File: src/rtl/prio_encoder_arb_pkg.sv
// Shared definitions for the priority encoder / arbiter slice:
// mode encodings, FSM state type and the code-width helper.
package prio_pkg;

    localparam logic MODE_FIXED = 1'b0;
    localparam logic MODE_RR    = 1'b1;

    typedef enum logic {
        IDLE  = 1'b0,
        GRANT = 1'b1
    } state_t;

    // Ceiling log2; clog2(N+1) gives a code wide enough for 0..N
    function automatic int clog2(input int value);
        int r;
        r = 0;
        while ((1 << r) < value) begin
            r++;
        end
        return r;
    endfunction

endpackage

File: src/rtl/prio_encoder_arb_if.sv
// Request/grant bus between request sources (master) and the arbiter (slave).
interface prio_encoder_arb_if
    import prio_pkg::*;
#(
    parameter int N = 4
) ();

    localparam int CW = clog2(N + 1);

    logic [N-1:0]  req;
    logic          mode;
    logic          ack;
    logic          out_valid;
    logic [CW-1:0] out_code;
    logic [N-1:0]  out_onehot;

    modport master (
        output req,
        output mode,
        output ack,
        input  out_valid,
        input  out_code,
        input  out_onehot
    );

    modport slave (
        input  req,
        input  mode,
        input  ack,
        output out_valid,
        output out_code,
        output out_onehot
    );

endinterface

File: src/rtl/prio_encoder_arb_find.sv
// Combinational highest-set-bit finder: reports whether any bit is set,
// its 0-based index and the matching one-hot vector.
module prio_find
    import prio_pkg::*;
#(
    parameter int N  = 4,
    parameter int CW = clog2(N + 1)
) (
    input  logic [N-1:0]  vec,
    output logic          found,
    output logic [CW-1:0] idx,
    output logic [N-1:0]  onehot
);

    // Scan upward so the highest set bit is the last one recorded
    always_comb begin
        found  = 1'b0;
        idx    = '0;
        onehot = '0;
        for (int i = 0; i < N; i++) begin
            if (vec[i]) begin
                found = 1'b1;
                idx   = CW'(i);
            end
        end
        if (found) begin
            onehot[idx] = 1'b1;
        end
    end

endmodule

File: src/rtl/prio_encoder_arb.sv
// Registered priority encoder with fixed / round-robin selection and a
// grant/ack handshake that holds each winner until it is consumed or
// its request is withdrawn.
module prio_encoder_arb
    import prio_pkg::*;
#(
    parameter int N = 4
) (
    input  logic             clk,
    input  logic             rst_n,
    prio_encoder_arb_if.slave bus
);

    localparam int CW = clog2(N + 1);

    state_t        state;
    logic          valid_q;
    logic [CW-1:0] code_q;
    logic [N-1:0]  onehot_q;
    logic [CW-1:0] last_q;

    logic [CW-1:0] mask_base;
    logic [N-1:0]  mask;
    logic [N-1:0]  masked_req;

    logic          m_found;
    logic [CW-1:0] m_idx;
    logic [N-1:0]  m_onehot;
    logic          r_found;
    logic [CW-1:0] r_idx;
    logic [N-1:0]  r_onehot;

    logic          win_found;
    logic [CW-1:0] win_idx;
    logic [N-1:0]  win_onehot;

    // While granting, an ack makes the current winner the new "last", so the
    // round-robin mask is built from it directly to re-arbitrate in one cycle
    always_comb begin
        mask_base = (state == GRANT) ? (code_q - CW'(1)) : last_q;
        mask      = '0;
        for (int i = 0; i < N; i++) begin
            if (i < int'(mask_base)) begin
                mask[i] = 1'b1;
            end
        end
        masked_req = bus.req & mask;
    end

    prio_find #(.N(N), .CW(CW)) u_find_masked (
        .vec    (masked_req),
        .found  (m_found),
        .idx    (m_idx),
        .onehot (m_onehot)
    );

    prio_find #(.N(N), .CW(CW)) u_find_raw (
        .vec    (bus.req),
        .found  (r_found),
        .idx    (r_idx),
        .onehot (r_onehot)
    );

    // Round-robin uses the masked winner, wrapping to the raw winner when empty
    always_comb begin
        win_found  = r_found;
        win_idx    = r_idx;
        win_onehot = r_onehot;
        if ((bus.mode == MODE_RR) && m_found) begin
            win_idx    = m_idx;
            win_onehot = m_onehot;
        end
    end

    // Grant FSM with registered outputs and round-robin history
    always_ff @(posedge clk or negedge rst_n) begin
        if (!rst_n) begin
            state    <= IDLE;
            valid_q  <= 1'b0;
            code_q   <= '0;
            onehot_q <= '0;
            last_q   <= '0;
        end else begin
            case (state)
                IDLE: begin
                    if (win_found) begin
                        state    <= GRANT;
                        valid_q  <= 1'b1;
                        code_q   <= win_idx + CW'(1);
                        onehot_q <= win_onehot;
                    end else begin
                        valid_q  <= 1'b0;
                        code_q   <= '0;
                        onehot_q <= '0;
                    end
                end
                GRANT: begin
                    if (bus.ack) begin
                        last_q <= code_q - CW'(1);
                        if (win_found) begin
                            valid_q  <= 1'b1;
                            code_q   <= win_idx + CW'(1);
                            onehot_q <= win_onehot;
                        end else begin
                            state    <= IDLE;
                            valid_q  <= 1'b0;
                            code_q   <= '0;
                            onehot_q <= '0;
                        end
                    end else if ((bus.req & onehot_q) == '0) begin
                        state    <= IDLE;
                        valid_q  <= 1'b0;
                        code_q   <= '0;
                        onehot_q <= '0;
                    end
                end
                default: begin
                    state    <= IDLE;
                    valid_q  <= 1'b0;
                    code_q   <= '0;
                    onehot_q <= '0;
                end
            endcase
        end
    end

    assign bus.out_valid  = valid_q;
    assign bus.out_code   = code_q;
    assign bus.out_onehot = onehot_q;

endmodule
File: src/flat_wrapper.sv
// flat-port wrapper written by rule: the top's interface ports become plain ports
module prio_encoder_arb_flat import prio_pkg::*;
#(
    parameter int N = 4
)
  (clk, rst_n, bus_req, bus_mode, bus_ack, bus_out_valid, bus_out_code, bus_out_onehot);
  prio_encoder_arb_if #(.N(N)) bus_i ();
  input  logic clk;
  input  logic rst_n;
  input wire logic [$bits(bus_i.req)-1:0] bus_req;
  input wire logic [$bits(bus_i.mode)-1:0] bus_mode;
  input wire logic [$bits(bus_i.ack)-1:0] bus_ack;
  output wire logic [$bits(bus_i.out_valid)-1:0] bus_out_valid;
  output wire logic [$bits(bus_i.out_code)-1:0] bus_out_code;
  output wire logic [$bits(bus_i.out_onehot)-1:0] bus_out_onehot;
  assign bus_i.req = bus_req;
  assign bus_i.mode = bus_mode;
  assign bus_i.ack = bus_ack;
  assign bus_out_valid = bus_i.out_valid;
  assign bus_out_code = bus_i.out_code;
  assign bus_out_onehot = bus_i.out_onehot;
  prio_encoder_arb #(.N(N)) u_core (.clk(clk), .rst_n(rst_n), .bus(bus_i));
endmodule
File: config.mk
export PLATFORM = sky130hd
export DESIGN_NAME = prio_encoder_arb_flat
export DESIGN_NICKNAME = d
export VERILOG_FILES = /design/src/rtl/prio_encoder_arb_pkg.sv /design/src/rtl/prio_encoder_arb_if.sv /design/src/rtl/prio_encoder_arb_find.sv /design/src/rtl/prio_encoder_arb.sv /design/src/flat_wrapper.sv
export SDC_FILE = /design/constraint.sdc
export NUM_CORES = 1
export LEC_CHECK = 0
export CAP_MARGIN = 30
export CORE_MARGIN = 2
export CORE_UTILIZATION = 25
export CTS_BUF_LIST = sky130_fd_sc_hd__clkbuf_8
export DETAILED_ROUTE_END_ITERATION = 16
export SETUP_SLACK_MARGIN = 0.02
export SLEW_MARGIN = 0
export SYNTH_ARGS = -nofsm -noshare
export SYNTH_HDL_FRONTEND = slang
export SYNTH_SLANG_ARGS = --single-unit
File: constraint.sdc
create_clock -name clk -period 4.2 [get_ports clk]
set_input_delay 0.84 -clock clk [delete_from_list [all_inputs] [get_ports clk]]
set_output_delay 0.84 -clock clk [all_outputs]
set_load 0.05 [all_outputs]
[Yosys cells after proc, flatten, opt, wreduce, memory -nomap -nowiden]
Cells that the tools add are included.
Operators by class
  add/subtract/negate cells: 2
  order comparisons: 8
  equality and inequality tests: 1
  mux-type cells: 41
  bitwise gates (word level): 3
  reduce and logical (&&, ||, !) cells: 5
Operator list (number)
  $mux 3: 9
  $mux 1: 21
  $mux 4: 5
  $and 4x4->4: 2
  $pmux 4 s2: 1
  $ge 3x1->1 const B: 2
  $lt 1x3->1 const A: 2
  $lt 2x3->1 const A: 2
  $lt 3x3->1 const B: 2
  $pmux 3 s2: 1
  $demux 1 s2: 2
  $logic_not 4->1: 1
  $pmux 1 s2: 2
  $add 3x1->3 const B: 1
  $logic_and 1x1->1: 3
  $ne 3x3->1 const B: 1
  $sub 3x1->3 const B: 1
  $reduce_and 2->1: 1
  $not 1->1: 1
Word-level totals
  register bits after elaboration: 12
  input bits: 8
  output and inout bits: 8
  word-level logic and storage cells: 65

[Depth between registers and ports, before layout]
Gate-level depths: netlist of the first run.
  depth after elaboration: 17
  depth in mapped cells: 9
  gate-level depth less buffers: 9

[Modules after synthesis]
Synthesis of the first run repeated with hierarchy kept, for this count alone.
Unflattened totals
  cell total of the unflattened synthesis: 83
  area, all modules: 798.3 µm²
By module, submodules not included
  prio_encoder_arb: instances 1, cells each 62, area each 675.6 µm², seq. area each 300.3 µm²
  prio_find (u_core.u_find_masked): instances 1, cells each 11, area each 61.3 µm², seq. area each 0.0 µm²
  prio_find (u_core.u_find_raw): instances 1, cells each 10, area each 61.3 µm², seq. area each 0.0 µm²

[Least setup slack after synthesis of the first run]
No wires, ideal clock.
  kind: register to register
  start: register u_core.code_q[0] (netlist: u_core.bus.out_code[0])
  end: register u_core.code_q[1] (netlist: u_core.bus.out_code[1])
  setup time: 121 ps
  data arrival time: 2512 ps
  data required time: 4079 ps
  setup slack: 1567 ps
  cell stages (with the launch flop): 10
  path buffers: 0
  clock period less this slack: 2633 ps
  path through: dfrtp_1 > inv_1 > ha_1 > xnor2_4 > a31oi_2 > a31o_4 > nand2_1 > o31a_1 > ha_1 > a22o_1
On the way
  cells in the longest elaborated chain, start to end: 15
  elaborated cells on any way between the ends: 24
  those cells by class: add/sub: 2; order compare: 4; mux: 16; bitwise: 1; reduce/logical: 1
RTL lines
  start, declared: RTL line prio_encoder_arb.sv:18  | logic [CW-1:0] code_q;
  start signal, assigned: RTL line prio_encoder_arb.sv:89  | code_q <= win_idx + CW'(1);
  start signal, assigned: RTL line prio_encoder_arb.sv:102  | code_q <= win_idx + CW'(1);
  $sub 3x1->3 *: RTL line prio_encoder_arb.sv:40  | mask_base = (state == GRANT) ? (code_q - CW'(1)) : last_q;
  $mux 3 *: RTL line prio_encoder_arb.sv:40
  $lt 1x3->1: RTL line prio_encoder_arb.sv:43  | if (i < int'(mask_base)) begin
  $mux 1: RTL line prio_encoder_arb.sv:43
  $and 4x4->4 *: RTL line prio_encoder_arb.sv:47  | masked_req = bus.req & mask;
  $mux 1 (4 in a row): RTL line prio_encoder_arb_find.sv:21  | if (vec[i]) begin
  $logic_and 1x1->1: RTL line prio_encoder_arb.sv:69  | if ((bus.mode == MODE_RR) && m_found) begin
  $mux 3 *: RTL line prio_encoder_arb.sv:69
  $add 3x1->3 *: RTL line prio_encoder_arb.sv:89, prio_encoder_arb.sv:102
  $mux 3 *: RTL line prio_encoder_arb.sv:86, prio_encoder_arb.sv:100
  $mux 3: RTL line prio_encoder_arb.sv:98  | if (bus.ack) begin
  $pmux 3 s2 *: RTL line prio_encoder_arb.sv:84  | case (state)
Mark *: on every way between the ends. The rest lies on a longest branch, timed or not.
A chain may end at the register's enable or synchronous reset.

[Worst setup path after layout of the first run]
  start: input port bus_req[2]
  end: register u_core.code_q[1] (netlist: u_core.bus.out_code[1])
On the way
  cells in the longest elaborated chain, start to end: 9
  elaborated cells on any way between the ends: 18
  those cells by class: add/sub: 1; eq/ne: 1; mux: 12; bitwise: 2; reduce/logical: 2
RTL lines
  start, declared: RTL line flat_wrapper.sv:10  | input wire logic [$bits(bus_i.req)-1:0] bus_req;
  $and 4x4->4: RTL line prio_encoder_arb.sv:47
  $mux 1 (2 in a row): RTL line prio_encoder_arb_find.sv:21
  $logic_and 1x1->1: RTL line prio_encoder_arb.sv:69
  $mux 3: RTL line prio_encoder_arb.sv:69
  $add 3x1->3: RTL line prio_encoder_arb.sv:89, prio_encoder_arb.sv:102
  $mux 3: RTL line prio_encoder_arb.sv:86, prio_encoder_arb.sv:100
  $mux 3: RTL line prio_encoder_arb.sv:98
  $pmux 3 s2: RTL line prio_encoder_arb.sv:84
Parallel ways exist; a longest one is shown, timed or not.

==> out/results.txt, run 1 <==
status = completed
Worst Path Buf+Inv = 1
Post-CTS Setup Inserts = 0
drt wl/cell = 13.6 um
max_slew headroom = 54.8%
Initial Utilization = 26.9%
DR pass1 iterations = 5
type of origin of the critical path = primary input
Fillers = 337
Die ar. = 0.00382 sq mm
Main synth FF type = dfrtp_1
# IOs = 16
synth-to-layout area growth = 27.7%
minimum clock period = 2.69 ns
number of port buffers = 15
syn_area_per_cell = 9.38 sq um
nets@finish = 115
vias in the first global route = 742
crit-path max FO = 6
Async SR Flop Fraction = 100%
HP Class = reg -> reg
DR vias/cell = 5.26
sequential-to-total area share from yosys stat = 36.0%
Post-Route Skew = 0.00292 ns
initial drt markers = 65
first-pass GRT wire length = 3340 um
drt total wl = 2020 um
Final Hold Viols = 0
Post-DP HPWL = 1540 um
YS warnings = 0
CTS tree = done
WP data arrival = 2.82 ns
fin cells = 148
Sink Count = 12
fin. max-slew vios = 0
Tcrit/Tclk final = 64.0%
share of cells above drive strength 1 = 11.5%
global-route usage over all layers = 12.3%
Worst Tran Pin Value = 0.678 ns
Final setup viols = 0
Clock Path Buffers = 2
Achievable Freq = 0.372 GHz
WS Path Type = in -> reg
ANT nets after route = 0
most frequent cells in the layout = clkdlybuf4s50_1, dfrtp_1, nand2_1
via count = 778
number of synthesized register bits = 12
Post-CTS Hold Buffers = 0
maximum vdd ir drop = 0.000209 V
Synthesized Nets = 99
depth of the CTS H-tree = 1
PD cells = 710 mW/mm^2
Max Cap Violations = 0
cell family with most CP delay = compound AO/OA/AOI/OAI gates
Critical Path End Type = register
cells after synthesis = 89
gr ovfl total = 0
clk_lat worst skew = 0.25 ns
drc violations = 0
commonest non-fill, non-tap cell in the layout = clkdlybuf4s50_1
CTS root buf = clkbuf_8
RePlAce Congestion = 0.921
leakage = 0.430 nW
Worst path slowest cell = clkdlybuf4s50_1
placed insts = 144
number of flops mapped to enable cells by yosys = 0
RSZ-0062 raised after global routing = no
CTS-repair resized insts = 0
total negative setup slack = 0 ns
antenna violations before repair = 0
clk slew on worst S/H paths = 0.05 ns
FP Rows = 20
Netlist cell types = 40
total CTS buffers = 3
Core Footprint = 0.00310 sq mm
critical path required time = 4.33 ns
largest net degree at the start of global routing = 16
max incr delay on CP = 0.59 ns
antenna cells = 0
Min Hold Slack = 0.480 ns
critical path cell sequence = clkdlybuf4s50_1 > o31ai_1 > a31o_2 > a311o_2 > o2111a_1 > a21oi_1 > ha_1 > a22o_1
Die Y = 61.8 um
PnR Total Power = 0.757 mW
Syn Std Cell Area = 835 sq um
die width = 61.8 um
sequential cells by signal, indices dropped and copies added, names as in the netlist:
signal and count:
u_core.bus.out_code 3, u_core.state 1, u_core.bus.out_onehot 4, u_core.bus.out_valid 1, u_core.last_q 3
power by group:
group | internal, mW | switching (mW) | leakage, nW
sequential | 0.157 | 0.0500 | 0.149
clock | 0.0830 | 0.0449 | 0.0288
combinational | 0.175 | 0.248 | 0.253
layer usage:
metal  up-vias  share of wire (%)  GRT usage [%]
li1        372                  -              -
met1       375                 46           15.1
met2        26                 45           19.1
met3         5                6.2           2.48
met4         0                3.0           9.12
met5         -                  0              0
area by class of cell:
| cell class | count | area (sq um) | share of cell area (%) |
|---|---|---|---|
| Timing Repair Buffer | 15 | 150 | 14.1 |
| Sequential cell | 12 | 300 | 28.2 |
| Clock buffer | 4 | 55.1 | 5.16 |
| Multi-Input combinational cell | 68 | 487 | 45.7 |
| Tap cell | 44 | 55.1 | 5.16 |
| Inverter | 5 | 18.8 | 1.76 |
path summary, 6_finish.rpt:
kind | start | end | slack [ns] | cells past startpoint
max | bus_req[2] | u_core.bus.out_code[1]$_DFFE_PN0P_ | 1.51 | 8
min reg2reg | u_core.bus.out_valid$_DFFE_PN0P_ | u_core.bus.out_valid$_DFFE_PN0P_ | 0.48 | 2
max reg2reg | u_core.bus.out_code[0]$_DFFE_PN0P_ | u_core.bus.out_code[1]$_DFFE_PN0P_ | 1.71 | 9
min | u_core.bus.out_valid$_DFFE_PN0P_ | u_core.bus.out_valid$_DFFE_PN0P_ | 0.48 | 2
max in group asynchronous | rst_n | u_core.bus.out_onehot[3]$_DFFE_PN0P_ | 2.86 | 1
min in group asynchronous | rst_n | u_core.last_q[0]$_DFFE_PN0P_ | 0.96 | 1
stage by stage:
stage	instance area (sq um)	worst slack [ns]	utilization [%]
floorplan	835	1.57	-
global placement	1010	1.24	32.6
detailed placement	1010	1.25	32.6
CTS	1070	1.50	34.4
global route	1070	1.39	34.4
finish	1070	1.51	34.4
synthesized netlist by cell type, types with 2 or more instances:
cell type	instances	share of area, %
nand2_1	11	4.9
nor3_1	3	1.8
a21oi_1	5	3.0
o21ai_0	6	3.6
clkbuf_1	2	0.90
a31o_2	2	2.1
nand2b_1	3	2.2
a21o_1	2	1.8
inv_1	5	2.2
a32o_1	2	2.4
ha_1	2	3.0
nand3_1	2	1.2
a22o_1	2	2.1
a22oi_1	2	1.8
nor2_1	4	1.8
dfrtp_1	12	36
logic make-up after synthesis:
group | after synthesis | synth area share, %
compound gates | 35 | 33.0
simple gates | 29 | 17.2
flops | 12 | 36.0
buf+inv | 9 | 5.70
fa+ha+maj | 2 | 3.00
xor+xnor | 1 | 3.30
mux | 1 | 1.80
tightest hold or removal path: cells and delay by family (launching register included):
kind	cells	cell delay [ns]
DFF	1	0.34
and+or+nand+nor	2	0.11
Power figures use the tool's default switching activity.
==> run 2, diff against run 1 <==
Clock period 4.2 ns to 2.3 ns, I/O delays scaled along.
==> run 2 against run 1 <==
Effect of this change:
- flip-flop and latch count is the same
- combinational power grew 140%
- final area grew 16%
- final cell count grew 13%
- via count grew 6.9%
- worst hold slack lost 0.0067 ns
- clock skew grew 0.0018 ns
- register-to-register slack lost 1.6 ns
- setup slack lost 1.4 ns
- critical endpoint unchanged
- highest routed layer unchanged
==> out/results.txt, run 2 (same netlist as run 1, synthesis figures left out) <==
Power Internal = 0.920 mW
vias in the first global route = 827
final core utilization = 39.7%
dpl ws = -0.0875 ns
via count = 832
Fillers = 330
crit-path max FO = 6
DR vias/cell = 4.98
CTS root buf = clkbuf_8
sw frac = 43.2%
Max Cap Violations = 0
Post-Route Skew = 0.00470 ns
Initial Utilization = 26.9%
commonest non-fill, non-tap cell in the layout = buf_4
Worst Tran Pin Value = 0.580 ns
minimum clock period = 2.17 ns
Core Footprint = 0.00310 sq mm
total negative setup slack = 0 ns
reg-to-reg startpoint = u_core.bus.out_code[1]$_DFFE_PN0P_
synth-to-layout area growth = 47.7%
ANT nets after route = 0
clock network fraction of design power = 14.7%
antenna cells = 0
largest net degree at the start of global routing = 13
Reg area = 303 sq um
HP Class = reg -> reg
RePlAce Congestion = 0.896
Final setup viols = 0
type of origin of the critical path = register
first-pass GRT wire length = 3800 um
Psw = 0.701 mW
Post-DP HPWL = 1790 um
final setup margin = 0.128 ns
WP data arrival = 2.31 ns
drt wl/cell = 13.7 um
share of cells above drive strength 1 = 29.3%
critical path required time = 2.44 ns
CTS tree = done
RSZ-0062 raised after global routing = no
FP Rows = 20
CP Launch Point = u_core.bus.out_code[1]$_DFFE_PN0P_
Die ar. = 0.00382 sq mm
clk_lat worst skew = 0.25 ns
combinational power share = 62.7%
Reg2Reg Setup Slack = 0.13 ns
total CTS buffers = 3
drt total wl = 2290 um
Tcrit/Tclk final = 94.4%
Final Hold Viols = 0
drc violations = 0
die width = 61.8 um
clk slew on worst S/H paths = 0.06 ns
global-route usage over all layers = 13.7%
fin. max-slew vios = 0
area occupied by multi-input gates = 508 sq um
Seq pwr share = 22.6%
initial drt markers = 55
Critical Path End Type = register
status = completed
most frequent cells in the layout = buf_4, clkdlybuf4s50_1, nand2_1
leakage = 0.522 nW
gr ovfl total = 0
worst reg2reg path depth = 9
Die Y = 61.8 um
antenna violations before repair = 0
DR pass1 iterations = 4
max FFs per register = 4
FF-to-FF End = u_core.bus.out_code[1]$_DFFE_PN0P_
max_slew headroom = 61.2%
Sink Count = 12
WS Path Type = reg -> reg
CTS-repair resized insts = 0
CP Capture Point = u_core.bus.out_code[1]$_DFFE_PN0P_
PD cells = 1320 mW/mm^2
maximum vdd ir drop = 0.000413 V
number of port buffers = 15
Clock Path Buffers = 2
# IOs = 16
Achievable Freq = 0.460 GHz
depth of the CTS H-tree = 1
nets@finish = 134
==> run 2: changes by cell type in the layout (fill, tap and decap cells not counted), sizes merged <==
cell / change
buf: +19
==> run 2: power by group through the flow <==
stage / Combinational, mW / Sequential, mW / Clock (mW)
after CTS: 0.964 / 0.369 / 0.242
after detailed placement: 0.956 / 0.373 / 0
after global routing: 1.09 / 0.380 / 0.250
after floorplan: 0.489 / 0.528 / 0
after global placement: 0.955 / 0.370 / 0
final: 1.02 / 0.367 / 0.238
==> run 2: per-layer routing <==
metal | vias to the layer above | wire [um] | global-route usage [%]
met3 | 5 | 117 | 1.24
li1 | 406 | - | -
met2 | 26 | 1000 | 19.7
met5 | - | 0 | 0
met1 | 395 | 1120 | 20.2
met4 | 0 | 55 | 7.29
==> run 2: through the flow <==
step / area, sq um / std cells / hold slack, ns / power, mW
6_report: 1230 / 167 / 0.473 / 1.62
5_1_grt: 1230 / 167 / 0.498 / 1.72
4_1_cts: 1220 / 165 / 0.478 / 1.57
3_5_place_dp: 1160 / 161 / 0.464 / 1.33
3_3_place_gp: 1160 / 161 / 0.462 / 1.33
2_1_floorplan: 858 / 89 / 0.164 / 1.02
==> run 2: final cells by class <==
class                      instances  share of cell area [%]
clock buffer                       4                    4.47
inverter                           5                    1.52
timing repair buffer              34                    23.8
multi-input combinational         68                    41.2
sequential                        12                    24.6
tap                               44                    4.47
==> run 2: worst max-delay path: stages, from the launching register on <==
cell	delay (ns)
dfrtp_2	0.38
inv_2	0.05
ha_4	0.17
xnor2_4	0.25
nand4b_1	0.18
a31o_4	0.28
a21o_2	0.19
o31a_1	0.10
ha_1	0.29
a22o_1	0.18
==> run 2: what timing repair did <==
action | in CTS | in global routing
setup endpoints to repair | 0 | 1
hold buffers | 0 | 0
setup buffers | 0 | 2
==> run 2: how the worst min path moves through the flow <==
stage                                startpoint                            endpoint  slack (ns)  cells after the start
4_1_cts        u_core.bus.out_valid$_DFFE_PN0P_    u_core.bus.out_valid$_DFFE_PN0P_        0.48                      2
3_3_place_gp   u_core.bus.out_valid$_DFFE_PN0P_    u_core.bus.out_valid$_DFFE_PN0P_        0.46                      2
2_1_floorplan                             rst_n  u_core.bus.out_code[0]$_DFFE_PN0P_        0.16                      0
5_1_grt        u_core.bus.out_valid$_DFFE_PN0P_    u_core.bus.out_valid$_DFFE_PN0P_        0.50                      2
3_5_place_dp   u_core.bus.out_valid$_DFFE_PN0P_    u_core.bus.out_valid$_DFFE_PN0P_        0.46                      2
6_report       u_core.bus.out_valid$_DFFE_PN0P_    u_core.bus.out_valid$_DFFE_PN0P_        0.47                      2
